File: src/rtl/fetch_pkg.sv
// Shared types and constants for the instruction fetch queue.
// Provides the per-entry record, the word-alignment mask for memory
// addresses and the pointer width helper used by the queue.
package fetch_pkg;

  // Width of PCs, addresses and instruction words.
  localparam int unsigned FETCH_W = 32;

  // Instruction memory is word addressed; the low two PC bits are cleared.
  localparam logic [FETCH_W-1:0] ADDR_ALIGN_MASK = {{(FETCH_W-2){1'b1}}, 2'b00};

  // One queue slot: PC captured at request time, instruction word captured
  // at response time, and a flag saying the word has arrived.
  typedef struct packed {
    logic [FETCH_W-1:0] pc;
    logic [FETCH_W-1:0] instr;
    logic               filled;
  } fetch_entry_t;

  // Pointers carry one extra wrap bit so full and empty are distinguishable.
  function automatic int unsigned ptr_width(input int unsigned depth);
    return $clog2(depth) + 1;
  endfunction

endpackage

File: src/rtl/fetch_queue.sv
// Purpose : circular store of fetch entries with alloc/fill/head pointers.
// Latency : fill at edge T is visible on o_head_* from T+1 (no bypass).
// Backpressure: none internally; the caller gates alloc/fill/consume.
//
// Ports:
//   i_clk, i_rst_n             clock, async active-low reset
//   i_alloc / i_alloc_pc       reserve the next slot for a request and record its PC
//   i_fill / i_fill_data       write the oldest unfilled slot with its instruction
//   i_consume                  retire the head slot
//   i_flush                    discard every slot; pointers collapse onto fill
//   o_head_filled/_pc/_instr   head slot contents
//   o_count                    slots allocated and not yet consumed
//   o_outstanding              slots allocated and not yet filled
module fetch_queue
  import fetch_pkg::*;
#(
  parameter int unsigned DEPTH = 4,
  parameter int unsigned PTR_W = ptr_width(DEPTH)
) (
  input  logic               i_clk,
  input  logic               i_rst_n,
  input  logic               i_alloc,
  input  logic [FETCH_W-1:0] i_alloc_pc,
  input  logic               i_fill,
  input  logic [FETCH_W-1:0] i_fill_data,
  input  logic               i_consume,
  input  logic               i_flush,
  output logic               o_head_filled,
  output logic [FETCH_W-1:0] o_head_pc,
  output logic [FETCH_W-1:0] o_head_instr,
  output logic [PTR_W-1:0]   o_count,
  output logic [PTR_W-1:0]   o_outstanding
);

  localparam int unsigned IDX_W = PTR_W - 1;

  logic [PTR_W-1:0] r_alloc_ptr;
  logic [PTR_W-1:0] r_fill_ptr;
  logic [PTR_W-1:0] r_head_ptr;
  fetch_entry_t     r_entries [DEPTH];

  logic [IDX_W-1:0] w_alloc_idx;
  logic [IDX_W-1:0] w_fill_idx;
  logic [IDX_W-1:0] w_head_idx;

  assign w_alloc_idx = r_alloc_ptr[IDX_W-1:0];
  assign w_fill_idx  = r_fill_ptr[IDX_W-1:0];
  assign w_head_idx  = r_head_ptr[IDX_W-1:0];

  // The three pointers are always ordered head <= fill <= alloc (modulo
  // wrap), so the alloc, fill and head slots touched in one cycle are
  // distinct whenever the caller respects the full/outstanding gating.
  always_ff @(posedge i_clk or negedge i_rst_n) begin
    if (!i_rst_n) begin
      r_alloc_ptr <= '0;
      r_fill_ptr  <= '0;
      r_head_ptr  <= '0;
      for (int i = 0; i < DEPTH; i++) begin
        r_entries[i] <= '0;
      end
    end else if (i_flush) begin
      // Filled-but-unconsumed words are thrown away along with the
      // unfilled slots; the fill pointer becomes the new empty origin.
      r_alloc_ptr <= r_fill_ptr;
      r_head_ptr  <= r_fill_ptr;
      for (int i = 0; i < DEPTH; i++) begin
        r_entries[i].filled <= 1'b0;
      end
    end else begin
      if (i_alloc) begin
        r_entries[w_alloc_idx].pc     <= i_alloc_pc;
        r_entries[w_alloc_idx].filled <= 1'b0;
        r_alloc_ptr                   <= r_alloc_ptr + PTR_W'(1);
      end
      if (i_fill) begin
        r_entries[w_fill_idx].instr  <= i_fill_data;
        r_entries[w_fill_idx].filled <= 1'b1;
        r_fill_ptr                   <= r_fill_ptr + PTR_W'(1);
      end
      if (i_consume) begin
        r_entries[w_head_idx].filled <= 1'b0;
        r_head_ptr                   <= r_head_ptr + PTR_W'(1);
      end
    end
  end

  assign o_head_filled = r_entries[w_head_idx].filled;
  assign o_head_pc     = r_entries[w_head_idx].pc;
  assign o_head_instr  = r_entries[w_head_idx].instr;
  assign o_count       = r_alloc_ptr - r_head_ptr;
  assign o_outstanding = r_alloc_ptr - r_fill_ptr;

endmodule

File: src/rtl/instr_fetch_queue.sv
// Purpose : fetch stage; requests imem in order at pc_i and buffers PC/instr pairs for decode.
// Latency : accept at T, rsp at >=T+1, instr_valid_o from the edge after the rsp (2 cycles min).
// Backpressure: requests stop when buffered + in-flight + to-be-dropped reaches DEPTH.
//
// Ports:
//   clk, rst                     clock, async active-low reset
//   pc_i                         current PC from the program counter
//   redirect_i                   taken branch/jump: flush; pc_i carries the target next cycle
//   pc_advance_o                 fetch of pc_i accepted this cycle
//   imem_req_valid_o/_ready_i    request handshake, address on imem_req_addr_o
//   imem_rsp_valid_i/_data_i     in-order instruction return, no backpressure
//   instr_valid_o/instr_ready_i  decode handshake, head word on instr_o with its PC
module instr_fetch_queue
  import fetch_pkg::*;
#(
  parameter int unsigned DATA_WIDTH = FETCH_W,
  parameter int unsigned DEPTH      = 4
) (
  input  logic                  clk,
  input  logic                  rst,
  input  logic [DATA_WIDTH-1:0] pc_i,
  input  logic                  redirect_i,
  output logic                  pc_advance_o,
  output logic                  imem_req_valid_o,
  input  logic                  imem_req_ready_i,
  output logic [DATA_WIDTH-1:0] imem_req_addr_o,
  input  logic                  imem_rsp_valid_i,
  input  logic [DATA_WIDTH-1:0] imem_rsp_data_i,
  output logic                  instr_valid_o,
  input  logic                  instr_ready_i,
  output logic [DATA_WIDTH-1:0] instr_o,
  output logic [DATA_WIDTH-1:0] instr_pc_o
);

  localparam int unsigned PTR_W = ptr_width(DEPTH);

  // Held low through reset and the first cycle after release so every
  // output is quiet until the core is running.
  logic             r_active;
  // Responses still owed to requests that a redirect has already discarded.
  logic [PTR_W-1:0] r_drop_cnt;

  logic             w_head_filled;
  logic [FETCH_W-1:0] w_head_pc;
  logic [FETCH_W-1:0] w_head_instr;
  logic [PTR_W-1:0] w_count;
  logic [PTR_W-1:0] w_outstanding;
  logic [PTR_W:0]   w_occupancy;
  logic             w_full;
  logic             w_req_vld;
  logic             w_accept;
  logic             w_instr_vld;
  logic             w_consume;
  logic             w_rsp;
  logic             w_fill;
  logic [PTR_W-1:0] w_pending;
  logic [PTR_W-1:0] w_drop_nxt;

  // Dropped responses still arrive, so they hold a credit just like a
  // live outstanding request does.
  assign w_occupancy = {1'b0, w_count} + {1'b0, r_drop_cnt};
  assign w_full      = (w_occupancy >= (PTR_W+1)'(DEPTH));

  assign w_req_vld   = r_active & ~w_full & ~redirect_i;
  assign w_accept    = w_req_vld & imem_req_ready_i;
  assign w_instr_vld = r_active & w_head_filled & ~redirect_i;
  assign w_consume   = w_instr_vld & instr_ready_i;
  assign w_rsp       = r_active & imem_rsp_valid_i;
  assign w_pending   = r_drop_cnt + w_outstanding;

  // Responses return in order, and every dropped request is older than
  // every live one, so the drop counter drains before any fill happens.
  always_comb begin
    w_drop_nxt = r_drop_cnt;
    w_fill     = 1'b0;
    if (redirect_i) begin
      // All unfilled requests become drops; a response arriving in the
      // redirect cycle is itself the oldest of them and is discarded now.
      if (w_rsp && (w_pending != '0)) begin
        w_drop_nxt = w_pending - PTR_W'(1);
      end else begin
        w_drop_nxt = w_pending;
      end
    end else if (w_rsp) begin
      if (r_drop_cnt != '0) begin
        w_drop_nxt = r_drop_cnt - PTR_W'(1);
      end else if (w_outstanding != '0) begin
        w_fill = 1'b1;
      end
      // A response with nothing outstanding is a protocol error and is ignored.
    end
  end

  always_ff @(posedge clk or negedge rst) begin
    if (!rst) begin
      r_active   <= 1'b0;
      r_drop_cnt <= '0;
    end else begin
      r_active   <= 1'b1;
      r_drop_cnt <= w_drop_nxt;
    end
  end

  fetch_queue #(
    .DEPTH (DEPTH),
    .PTR_W (PTR_W)
  ) u_queue (
    .i_clk         (clk),
    .i_rst_n       (rst),
    .i_alloc       (w_accept),
    .i_alloc_pc    (pc_i),
    .i_fill        (w_fill),
    .i_fill_data   (imem_rsp_data_i),
    .i_consume     (w_consume),
    .i_flush       (redirect_i),
    .o_head_filled (w_head_filled),
    .o_head_pc     (w_head_pc),
    .o_head_instr  (w_head_instr),
    .o_count       (w_count),
    .o_outstanding (w_outstanding)
  );

  assign pc_advance_o     = w_accept;
  assign imem_req_valid_o = w_req_vld;
  assign imem_req_addr_o  = r_active ? (pc_i & ADDR_ALIGN_MASK) : '0;
  assign instr_valid_o    = w_instr_vld;
  assign instr_o          = w_instr_vld ? w_head_instr : '0;
  assign instr_pc_o       = w_instr_vld ? w_head_pc : '0;

endmodule

File: config.mk
export PLATFORM = sky130hd
export DESIGN_NAME = instr_fetch_queue
export DESIGN_NICKNAME = d
export VERILOG_FILES = /design/src/rtl/fetch_pkg.sv /design/src/rtl/fetch_queue.sv /design/src/rtl/instr_fetch_queue.sv
export SDC_FILE = /design/constraint.sdc
export NUM_CORES = 1
export LEC_CHECK = 0
export ABC_AREA = 0
export BUFFER_PORTS_ARGS = -buffer_cell sky130_fd_sc_hd__buf_2
export CAP_MARGIN = 25
export CORE_MARGIN = 5
export CORE_UTILIZATION = 50
export CTS_CLUSTER_SIZE = 12
export DETAILED_ROUTE_END_ITERATION = 6
export PLACE_DENSITY = 0.69
export SLEW_MARGIN = 10
export SYNTH_ARGS = -nofsm -noshare
export SYNTH_HDL_FRONTEND = slang
export SYNTH_SLANG_ARGS = --single-unit
File: constraint.sdc
create_clock -name clk -period 4.1 [get_ports clk]
set_input_delay 0.205 -clock clk [delete_from_list [all_inputs] [get_ports clk]]
set_output_delay 0.205 -clock clk [all_outputs]
set_load 0.1 [all_outputs]
* After elaboration in Yosys (flattened, before gate mapping)
Cells that the tools add are included.
** Operators by class
- Add/sub/neg operators :: 9
- Shifts and indexed selects :: 0
- Reduce and logical (&&, ||, !) cells :: 13
- Mux-type cells :: 42
- Div/mod/pow operators :: 0
- Bitwise operators :: 12
- Multipliers :: 0
- Equality and inequality tests :: 0
- Order comparisons :: 7
** Operators with widths (count)
- $bwmux 260 :: 5
- $mux 260 :: 5
- $demux 65 s2 :: 5
- $mux 65 :: 3
- $bmux 65 s2 :: 1
- $mux 32 :: 3
- $mux 33 :: 1
- $mux 3 :: 8
- $mux 1 :: 11
- $add 3x1->3 const B :: 3
- $ge 3x3->1 const B :: 3
- $lt 3x1->1 const B :: 3
- $not 2->3 :: 3
- $reduce_bool 3->1 :: 3
- $reduce_bool 2->1 :: 4
- $and 1x1->1 :: 7
- $sub 3x1->3 const B :: 2
- $sub 3x3->3 :: 2
- $add 3x3->4 :: 1
- $ge 4x3->1 const B :: 1
- $logic_and 1x1->1 :: 4
- $reduce_and 2->1 :: 2
- $add 3x3->3 :: 1
- $not 1->1 :: 2
** Word-level totals
- Bits of input ports :: 70
- Output and inout bits :: 99
- Register bits :: 273
- Bits in latches :: 0
- Memories :: 0
- Word-level logic and storage cells :: 100
- Bits in read-only memories :: 0
- Bits in writable memories :: 0

* Depth between registers and ports, before layout
- Word-level depth :: 16
- Depth in mapped cells :: 12
- Depth with buffers taken out :: 12

* Modules after synthesis
Synthesis repeated with hierarchy kept, for this count alone.
** Second synthesis, totals
- Cell total of the unflattened synthesis :: 853
- Area, all modules :: 13386.6 µm²
** By module, submodules not included
- fetch_queue :: sequential area each 6731.5 µm², times used 1, area an instance 12308.1 µm², cells an instance 703
- instr_fetch_queue :: sequential area each 100.1 µm², times used 1, area an instance 1078.5 µm², cells an instance 150

* Least setup slack after synthesis
No wires, ideal clock.
- Path type :: reg2reg
- Start point :: register u_queue.r_head_ptr[1]
- End point :: register (tool-made name)
- Arrival time :: 4205 ps
- Required time :: 3975 ps
- Library setup time :: 125 ps
- Stages on the path, launching flop included :: 13
- Buffers on the path :: 3
- Slack :: -229 ps
- Period minus slack after synthesis :: 4329 ps
- Cells stage by stage :: dfrtp_1 > clkbuf_1 > buf_1 > inv_1 > fa_1 > xnor2_1 > ha_1 > inv_1 > nand4_1 > clkinv_1 > nand2_1 > buf_1 > mux2_2
** RTL lines
- from (decl) :: line fetch_queue.sv:39 : logic [PTR_W-1:0] r_head_ptr;
- from (signal assigned) :: line fetch_queue.sv:65 : r_head_ptr <= r_fill_ptr;
- from (signal assigned) :: line fetch_queue.sv:82 : r_head_ptr <= r_head_ptr + PTR_W'(1);

* Worst setup path after layout
- Start point :: register u_queue.r_head_ptr[0]
- End point :: output instr_pc_o[31]
** On the way
- Word-level cells in the longest chain between the ends :: 7
** RTL lines
- $not 2->3 (implied by the code) * :: line fetch_queue.sv:87, fetch_queue.sv:88
- $bmux 65 s2 * :: line fetch_queue.sv:87, fetch_queue.sv:88
- $mux 65 (implied by the code) * (2 in series) :: line fetch_queue.sv:87 : assign o_head_filled = r_entries[w_head_idx].filled;
- $and 1x1->1 (2 in series) :: line instr_fetch_queue.sv:66 : assign w_instr_vld = r_active & w_head_filled & ~redirect_i;
- $mux 32 * :: line instr_fetch_queue.sv:128 : assign instr_pc_o = w_instr_vld ? w_head_pc : '0;
- to (decl) :: line instr_fetch_queue.sv:32 : output logic [DATA_WIDTH-1:0] instr_pc_o
Every way passes the cells marked *; elsewhere a longest branch is shown, timed or not. The select of a mux whose other input is x is not followed.

==> flow_summary_export.csv <==
group,metric,value,unit
min_path,hold_path.class,"input pin to flip-flop",
drt,via_per_inst,5.42,
timing,setup_viol,0,
timing,rsz0062_at_grt,"no",
clocking,cts_tree,"yes",
timing,fmax,279,MHz
grt,grt_pass1_vias,8570,
synth,synth.distinct_cells,42,
pwr,leakagePower,0.00780,uW
setup_path,path_class,"flip-flop to primary output",
clocking,clk_pin_slew,0.05,ns
setup_path,worstSetupEndpointType,"primary output",
timing,fin_tns_setup,0,ns
synth,yosysMostFrequentCell,"dfrtp_1",
setup_path,rrSetupSlack,0.69,ns
min_path,worstHoldStart,"redirect_i",
min_path,hold_end,"r_drop_cnt[0]",
die,ios,169,
clocking,insertion_delay,0.53,ns
synth,synth_edf_count,0,
synth,ys_warn_count,0,
placement,gp_congestion,0.727,
die,core_area,25800,um2
synth,syn_inst,859,
finish,fin_util,60.9,%
synth,synth_ff_type,"dfrtp_1",
setup_path,arrival,3.37,ns
clocking,cts_root_buf,"clkbuf_16",
drt,drt-initial-drc-count,431,
grt,grt_max_degree,116,
pwr,vdd_drop_max,351,uV
clocking,numCtsBuffers,30,
drt,vias,7820,
drt,drtAntennaViolNets,0,
grt,grt_overflow_total,0,
setup_path,cp_max_fo,42,
setup_path,rr_startpoint,"u_queue.r_alloc_ptr[0]",
finish,nets,1182,
timing,maxSlewViolCount,0,
drt,totalWireLength,27500,um
synth,yosys-top-cells-count,"dfrtp_1, mux2_2, nor2b_1",
drt,wl_per_cell,19.0,um
synth,syn_area,13000,um2
setup_path,critPathLaunchType,"flip-flop",
run_status,status,"completed",
timing,fin_worst_skew,0.00551,ns
die,initial_utilization,50.3,%
timing,worst_pin_slew,1.07,ns
clocking,clockBufferDepth,3,
placement,portBuffers,166,
drt,first_pass_iters,4,
timing,min_period,3.58,ns
synth,synth_top_area_share,52.5,%
pwr,pwr_density_cell,595,nW/um2
timing,relSlewSlack,29.0,%
flow_run,drv_cap,0,
die,die_x,171,um
synth,async_reset_ff_share,100,%
die,fp.dieH,171,um
timing,min_period_over_period,87.3,%
die,rows,59,
synth,ys_seq_area_share,52.5,%
finish,drive_gt1_share,51.0,%
drt,post-route-drc-count,0,
grt,antenna_found_initial,4,
setup_path,cp.required,3.89,ns
timing,finalHoldViolCount,0,
synth,synth_seq_cells,273,
setup_path,reg2reg_depth,12,
clocking,post_cts_resized,0,
grt,grt_use_total,19.2,%
synth,ys_top_cells_by_area,"dfrtp_1, mux2_2, mux4_2, nor2b_1, ha_1",
finish,area_delta_synth_final,21.0,%
synth,syn_area_per_cell,15.1,um2
min_path,holdPathStages,2,
grt,grt_pass1_wl,45400,um
synth,synth_area_leader_cell,"dfrtp_1",
placement,dp_hpwl,16500,um
die,dieArea,29300,um2
clocking,htree_levels,1,
clocking,clock-sinks,273,
==> cells in the final DEF (no fill, tap or decap), types with 2 or more instances in the layout <==
master,netlist,routed
clkbuf_16,0,31
mux2i_1,3,3
nand3b_1,2,2
a21oi_1,3,3
nand2_2,4,4
nor3_1,2,2
o311ai_0,2,2
o21ai_0,7,7
clkinv_2,0,6
nor2_1,3,3
buf_12,0,4
nand3_1,2,2
a221o_2,2,2
mux4_2,65,65
nand2_1,9,9
xor2_1,2,2
dfrtp_1,273,271
buf_4,2,14
clkbuf_1,21,9
mux2_2,260,260
and3_1,3,3
a221oi_1,3,3
conb_1,2,3
dlygate4sd3_1,0,65
fa_1,3,3
nor2b_1,66,66
ha_1,21,21
clkbuf_8,1,5
and2_1,30,30
xnor2_1,6,6
buf_2,6,165
inv_1,21,21
==> routing by layer <==
| layer | up-vias | track usage (%) | wire length, um |
|---|---|---|---|
| li1 | 3558 | - | - |
| met1 | 4041 | 27.5 | 12600 |
| met2 | 171 | 31.3 | 13100 |
| met3 | 44 | 3.59 | 1270 |
| met4 | 6 | 3.58 | 493 |
| met5 | - | 0 | 34 |
==> worst max-delay path, stage by stage (launching register included) <==
cell and delay, ns:
dfrtp_4 0.40, buf_4 0.70, mux4_2 0.44, nand2b_2 0.24, buf_12 0.27, nor2b_1 0.28, buf_2 0.49
==> layout make-up <==
type	instances	area, um2
Tap cell	335	419
Fill cell	2014	10100
Clock inverter	6	55.1
Sequential cell	273	6840
Clock buffer	45	878
Antenna cell	1	2.50
Multi-Input combinational cell	512	5790
Inverter	22	83.8
Timing Repair Buffer	249	1680
==> what timing repair did <==
action                                 4_1_cts  5_1_grt
hold buffers                                65        0
endpoints found under the hold margin      337        0
buffers inserted                             0        0
==> cell families (layout without fill, tap and decap cells) <==
logic type | count (synthesis) | in the layout | synth area share, %
and+or+nand+nor | 126 | 126 | 5.87
AOI/OAI and AO/OA | 22 | 22 | 1.34
DFF | 273 | 273 | 52.5
muxes | 328 | 328 | 34.0
other | 2 | 4 | 0.0577
buffers and inverters | 75 | 322 | 2.99
adders and majority gates | 24 | 24 | 2.48
xor gates and xnor gates | 9 | 9 | 0.750
==> where the power goes <==
part | internal [uW] | switching (uW) | total [uW]
Sequential | 3530 | 426 | 3960
Clock | 1520 | 1010 | 2530
Combinational | 1640 | 1230 | 2870
==> worst max path at each step <==
stage | slack, ns | endpoint | start
after floorplan | 0.24 | flip-flop | u_queue.r_head_ptr[1]
after global placement | 0.79 | flip-flop | u_queue.r_alloc_ptr[0]
after detailed placement | 0.68 | flip-flop | u_queue.r_alloc_ptr[0]
after CTS | 0.41 | instr_pc_o[31] | u_queue.r_head_ptr[0]
after global routing | 0.29 | instr_o[11] | u_queue.r_head_ptr[0]
final | 0.52 | instr_pc_o[31] | u_queue.r_head_ptr[0]
==> through the flow <==
stage	hold slack, ns	total power (uW)	instance area, um2	instances	setup WS (ns)
after floorplan	-0.0906	6200	13000	860	0.236
after global placement	0.257	6750	14200	1326	0.787
after detailed placement	0.249	6850	14200	1326	0.677
after CTS	0.0780	9480	15700	1442	0.411
after global routing	0.0984	9980	15700	1443	0.289
final	0.104	9360	15700	1443	0.521
Note: power is estimated with default switching activity, not from simulation.
